===== config.mk =====
export PLATFORM = sky130hd
export DESIGN_NAME = pwm_bank_shadowed
export DESIGN_NICKNAME = d
export VERILOG_FILES = /design/src/rtl/pwm_bank_shadowed.sv
export SDC_FILE = /design/constraint.sdc
export NUM_CORES = 1
export LEC_CHECK = 0
export CAP_MARGIN = 5
export CORE_MARGIN = 2
export CORE_UTILIZATION = 30
export DETAILED_ROUTE_END_ITERATION = 6
export REMOVE_ABC_BUFFERS = 1
export SLEW_MARGIN = 20
export SYNTH_ARGS = -nofsm -noshare
export SYNTH_HDL_FRONTEND = slang
export SYNTH_SLANG_ARGS = --single-unit

===== constraint.sdc =====
create_clock -name clk -period 5.8 [get_ports clk]
set_input_delay 0.58 -clock clk [delete_from_list [all_inputs] [get_ports clk]]
set_output_delay 0.58 -clock clk [all_outputs]
set_load 0.005 [all_outputs]

===== src/rtl/pwm_bank_shadowed.sv =====
// N-channel PWM bank with shadowed duty registers; define PWM_PHASE_STAGGER_EN to stagger channel phases.
// Latency: pwm_out is registered one clk behind the period counter; duty writes show from the next period.
// Backpressure: wr_ready drops only in the commit cycle (wrap tick or SYNC); a held write lands one clk later.
module pwm_bank_shadowed #(
    parameter int CHANNELS = 4,
    parameter int WIDTH    = 8,
    parameter int PRESC_W  = 4,
    localparam int CW      = (CHANNELS > 1) ? $clog2(CHANNELS) : 1
) (
    input  logic                clk,
    input  logic                reset,
    input  logic                enable,
    input  logic [PRESC_W-1:0]  presc_div,
    input  logic                wr_valid,
    output logic                wr_ready,
    input  logic [CW-1:0]       wr_chan,
    input  logic [WIDTH-1:0]    wr_duty,
    output logic [CHANNELS-1:0] pwm_out,
    output logic                period_start
);

    typedef enum logic [1:0] {
        IDLE = 2'd0,
        SYNC = 2'd1,
        RUN  = 2'd2
    } state_t;

    localparam int              PERIOD   = (1 << WIDTH) - 1;
    localparam logic [WIDTH-1:0] CNT_LAST = WIDTH'(PERIOD - 1);

    state_t              state;
    state_t              state_nxt;
    logic [PRESC_W-1:0]  presc_cnt;
    logic [WIDTH-1:0]    cnt;
    logic [WIDTH-1:0]    pending [CHANNELS];
    logic [WIDTH-1:0]    active  [CHANNELS];
    logic [CHANNELS-1:0] pwm_nxt;
    logic                run;
    logic                tick;
    logic                wrap;
    logic                commit;
    logic                wr_fire;

    always_ff @(posedge clk or posedge reset) begin
        if (reset) begin
            state <= IDLE;
        end else begin
            state <= state_nxt;
        end
    end

    always_comb begin
        state_nxt = state;
        run       = 1'b0;
        tick      = 1'b0;
        wrap      = 1'b0;
        commit    = 1'b0;
        case (state)
            IDLE: begin
                if (enable) state_nxt = SYNC;
            end
            SYNC: begin
                state_nxt = RUN;
                commit    = 1'b1;
            end
            RUN: begin
                if (!enable) begin
                    state_nxt = IDLE;
                end else begin
                    run    = 1'b1;
                    tick   = (presc_cnt == presc_div);
                    wrap   = tick && (cnt == CNT_LAST);
                    commit = wrap;
                end
            end
            default: state_nxt = IDLE;
        endcase
    end

    // Blocking writes during commit keeps pending stable while it is copied to active.
    assign wr_ready = !reset && !commit;
    assign wr_fire  = wr_valid && wr_ready;

    always_ff @(posedge clk or posedge reset) begin
        if (reset) begin
            presc_cnt    <= '0;
            cnt          <= '0;
            pwm_out      <= '0;
            period_start <= 1'b0;
        end else begin
            period_start <= commit;
            pwm_out      <= run ? pwm_nxt : '0;
            if (!run) begin
                presc_cnt <= '0;
                cnt       <= '0;
            end else if (tick) begin
                presc_cnt <= '0;
                cnt       <= wrap ? '0 : cnt + 1'b1;
            end else begin
                presc_cnt <= presc_cnt + 1'b1;
            end
        end
    end

    // Out-of-range channel indices match no slot, so such writes are acked and dropped.
    always_ff @(posedge clk or posedge reset) begin
        if (reset) begin
            for (int i = 0; i < CHANNELS; i++) begin
                pending[i] <= '0;
                active[i]  <= '0;
            end
        end else begin
            for (int i = 0; i < CHANNELS; i++) begin
                if (commit) active[i] <= pending[i];
                if (wr_fire && (wr_chan == CW'(i))) pending[i] <= wr_duty;
            end
        end
    end

    for (genvar i = 0; i < CHANNELS; i++) begin : g_ch
        logic [WIDTH-1:0] cmp;
`ifdef PWM_PHASE_STAGGER_EN
        // Offset is below PERIOD, so a single conditional subtract does the modulo.
        localparam int OFF = i * (PERIOD / CHANNELS);
        logic [WIDTH:0] sum;
        assign sum = {1'b0, cnt} + (WIDTH+1)'(OFF);
        assign cmp = (sum >= (WIDTH+1)'(PERIOD)) ? WIDTH'(sum - (WIDTH+1)'(PERIOD))
                                                : sum[WIDTH-1:0];
`else
        assign cmp = cnt;
`endif
        assign pwm_nxt[i] = (cmp < active[i]);
    end

endmodule

# Yosys cells after proc, flatten, opt, wreduce, memory -nomap -nowiden
# Cells that the tools add are included.
dict set report word_totals {
  ff_bits 83
  in_bits 18
  out_inout_bits 6
  elab_cells 57
}
dict set report op_classes {
  n_addsub 2
  magnitude_cmp 4
  eq_ne 10
  mux 16
  reduce_logical 12
}
# op n
set op_table {}
lappend op_table {{8-bit < comparator} 4}
lappend op_table {{8-bit two-way mux} 3}
lappend op_table {{4-bit two-way mux} 3}
lappend op_table {{8-bit by 1-bit adder with 8-bit output (second input constant)} 1}
lappend op_table {{8-bit equality test (second input constant)} 1}
lappend op_table {{1-bit logical AND} 7}
lappend op_table {{2-bit equality test (second input constant)} 3}
lappend op_table {{1-bit two-way mux} 6}
lappend op_table {{2-bit one-hot mux with 3 select lines} 1}
lappend op_table {{4-bit by 1-bit adder with 4-bit output (second input constant)} 1}
lappend op_table {{2-bit by 1-bit equality test with 1-bit output (second input constant)} 2}
lappend op_table {{4-bit equality test} 1}
lappend op_table {{2-bit logical NOT} 2}
lappend op_table {{2-bit two-way mux} 2}
lappend op_table {{2-bit inequality test (second input constant)} 2}
lappend op_table {{1-bit logical NOT} 2}
lappend op_table {{2-bit by 1-bit inequality test with 1-bit output (second input constant)} 1}
lappend op_table {{1-bit one-hot mux with 2 select lines} 1}
lappend op_table {{2-bit AND reduction} 1}

# Logic depth before layout (Yosys ltp)
dict set report depth {
  depth_word 8
  ltp_mapped 8
  mapped_depth_nobuf 8
}

# Worst setup path after synthesis
# Ideal clock, no wire load.
dict set report synth_path {
  path_kind {reg2out}
  startpoint {register state[0]}
  endpoint {output wr_ready}
  t_arrival_ns 1.636
  t_required_ns 5.220
  path_slack_ns 3.584
  path_stages_with_launch 9
  path_buffers 1
  path_cell_list {dfrtp_1 > inv_1 > ha_1 > and3_1 > and4_4 > a21oi_4 > inv_2 > buf_2 > nor2_1}
}
dict set report synth_via {
  elab_chain_cells 4
  elab_cells_between_ends 5
  classes_between {2 x eq/ne; 1 x mux; 2 x reduce/logical}
}
# element line_no
set synth_rtl {}
lappend synth_rtl {{from (decl)} 31} ;# state_t state;
lappend synth_rtl {{from (signal assigned)} 48} ;# state <= state_nxt;
lappend synth_rtl {{2-bit equality test or 2-bit by 1-bit equality test with 1-bit output (tied branches)} 58} ;# case (state)
lappend synth_rtl {{1-bit one-hot mux with 2 select lines (*)} 58}
lappend synth_rtl {{net commit} 41} ;# logic commit;
lappend synth_rtl {{1-bit logical NOT (*)} 81} ;# assign wr_ready = !reset && !commit;
lappend synth_rtl {{1-bit logical AND (*)} 81}
lappend synth_rtl {{to (decl)} 15} ;# output logic wr_ready,
# Mark *: on every way through the listed nets, which the timed path passes. The rest lies on a longest branch.

# Final worst setup path
dict set report layout_path {
  startpoint {input enable}
  endpoint {output wr_ready}
}
dict set report layout_via {
  elab_chain_cells 4
}
# element line_no
set layout_rtl {}
lappend layout_rtl {{from (decl)} 12} ;# input logic enable,
lappend layout_rtl {{1-bit two-way mux} 67} ;# if (!enable) begin
lappend layout_rtl {{1-bit one-hot mux with 2 select lines} 58}
lappend layout_rtl {{1-bit logical NOT} 81}
lappend layout_rtl {{1-bit logical AND} 81}
# No other way between the ends.

==> impl_metrics.csv <==
group,metric,value,unit
outcome,outcome,"completed",
timing,rsz0062_at_grt,"no",
timing,drv_slew,0,
logic_synthesis,ys_async_sr_fraction,100,%
clock_network,cts_hold_buf,0,
logic_synthesis,ys_seq_area_share,50.9,%
logic_synthesis,synth-edff-count,0,
setup_path,required,5220,ps
route,vias_per_cell,4.65,
logic_synthesis,ys_types,34,
place,gp_congestion,0.763,
route,routed_wl,7870,um
setup_path,critPathKind,"in -> out",
layout,nNetsFinal,412,
layout,drive_gt1_share,23.9,%
global_route,grt_pass1_vias,2675,
clock_network,cts_root_buffer,"clkbuf_16",
clock_network,clk_latency,340,ps
layout,diodes,0,
setup_path,timing.critical_path.buf_inv,4,
die,coreArea,13200,um2
die,fp.dieH,121,um
clock_network,cts.sinks,83,
logic_synthesis,synth.cell_area,4080,um2
logic_synthesis,syn_inst,327,
logic_synthesis,netlist.top_cell.by_area,"dfrtp_1",
timing,worst_pin_slew,750,ps
timing,setup_viol,0,
clock_network,post_cts_buffers,0,
setup_path,path_common_cell,"clkdlybuf4s50_1",
pwr,powerDensity,444,nW/um2
route,ant_nets,0,
logic_synthesis,synth_top_cell_area_share,50.9,%
layout,area_delta_synth_final,18.3,%
route,drt-wirelength-per-cell,14.6,um
clock_network,clockBufferDepth,2,
timing,skew,8.81,ps
die,initial_core_util,30.8,%
setup_path,path_cells,"clkdlybuf4s50_1, and3_1, and4_4, a21oi_4, buf_4, inv_2, nor2_1, clkdlybuf4s50_1",
setup_path,critPathLaunchType,"input pin",
die,num_io_pins,24,
global_route,grt_max_degree,84,
route,firstDrtPassIters,4,
die,num_rows,42,
setup_path,critPathTopFamily,"buffers and inverters",
logic_synthesis,ys_warn_count,0,
timing,relSlewSlack,50.0,%
logic_synthesis,synth.most_common_cell,"dfrtp_1",
clock_network,h-tree-depth,3,
layout,fillers,1341,
clock_network,cts_tree,"built",
logic_synthesis,synth_flop_cell,"dfrtp_1",
setup_path,reg2regPathDepth,9,
run,max_cap_violations,0,
route,drc,0,
timing,hold_slack,500,ps
logic_synthesis,synthTopCellsByCount,"dfrtp_1, mux2_2, ha_1",
setup_path,cp_data_arrival_time,2870,ps
die,dieArea,14500,um2
timing,final_hold_viol_count,0,
route,drt_iter0_markers,117,
logic_synthesis,synth-seq-cells,83,
clock_network,cts_buffers,9,
setup_path,slowest_delay,520,ps
global_route,grt_antenna_before_repair,0,
setup_path,crit_path_end_kind,"primary output",
setup_path,worstPathMaxFanout,23,
global_route,grt_pass1_wl,13300,um
route,vias,2510,
timing,period_needed,3450,ps
setup_path,slowest_stage,"clkdlybuf4s50_1",
pwr,leakage,0.00222,uW
clock_network,cts_resized,0,
timing,setup-tns-final,0,ps
timing,layout_worst_path_cycle_share,59.4,%
timing,fmax,0.290,GHz
setup_path,cp.depth,8,
pwr,vdd_drop_max,0.262,mV
place,port_buffers,23,
place,hpwl,5710,um
min_path,hold_class,"reg -> reg",
min_path,hold_depth,1,
clock_network,clkTransAtPathRegs,60,ps
global_route,overflow,0,
global_route,grtUsageTotal,11.9,%
logic_synthesis,postSynthAreaPerCell,12.5,um2
die,die_w,121,um
logic_synthesis,synth_area_leaders,"dfrtp_1, mux2_2, ha_1",
==> kinds of logic (layout without fill, tap and decap cells) <==
| kind of cell | after synthesis | count (layout) | share of synthesized area [%] |
|---|---|---|---|
| flip-flops | 83 | 83 | 50.9 |
| multiplexers | 67 | 67 | 18.4 |
| AND/OR/NAND/NOR | 58 | 58 | 7.92 |
| buffers and inverters | 38 | 75 | 3.62 |
| AO/OA/AOI/OAI | 37 | 37 | 6.44 |
| adder cells (fa/ha/maj) | 35 | 35 | 10.7 |
| XOR/XNOR | 9 | 9 | 1.93 |
==> per-stage QoR <==
stage | worst slack (ps) | power (uW) | cells | util (%) | area (um2)
2_1_floorplan | 3080 | 1400 | 323 | - | 4060
4_1_cts | 2330 | 2180 | 540 | 36.4 | 4820
3_5_place_dp | 2340 | 1610 | 524 | 34.2 | 4520
5_1_grt | 2180 | 2300 | 540 | 36.4 | 4820
3_3_place_gp | 2400 | 1570 | 524 | 34.2 | 4520
6_report | 2350 | 2140 | 540 | 36.4 | 4820
==> per-layer routing <==
metal | vias to the layer above | global-route usage [%] | part of all wire [%]
met5 | - | 0 | 0
met3 | 4 | 4.06 | 3.7
li1 | 1208 | - | -
met1 | 1270 | 15.5 | 48
met2 | 28 | 19.2 | 48
met4 | 0 | 2.62 | 0.58
==> cell type report <==
class	count	area [um2]	area share, %
multi-input cells	206	1850	38.4
clock inverters	5	61.3	1.27
clock buffers	11	233	4.83
well taps	176	220	4.57
flip-flops and latches	83	2080	43.1
inverters	34	129	2.67
repair buffers	25	249	5.16
==> cells in the final DEF (no fill, tap or decap), drive strengths merged, types with 2 or more instances in the layout <==
cell           count
nor2b              2
xor2               3
nand2             18
a21o               5
clkbuf            11
dfrtp             83
o21ai             11
clkdlybuf4s50     23
o21a               3
and4               2
nand3              6
nor4               3
a32o               3
inv               34
clkinvlp           3
nor3b              3
nor2              11
nor3               4
and3               6
a21oi              5
mux2i              3
a21boi             4
and2               2
mux2              64
o2111ai            3
buf                2
xnor2              6
ha                35
==> flip-flops by register name, summed over array words and instances, names as in the netlist <==
name          count
active           32
presc_cnt         4
cnt               8
pwm_out           4
state             2
pending          32
period_start      1
==> final timing paths <==
kind	from	to	slack, ps
max	enable	wr_ready	2350
min	pending[28]	pending[28]	500
max reg2reg	cnt[0]	pending[21]	2830
min reg2reg	pending[28]	pending[28]	500
max in group asynchronous	reset	pwm_out[3]	4450
min in group asynchronous	reset	period_start	830
==> power by group <==
part	internal [uW]	switching [uW]	total [uW]	leakage, uW
clock	335	225	560	0.000132
combinational	361	283	643	0.00105
sequential	818	123	940	0.00103
Power figures use the tool's default switching activity.
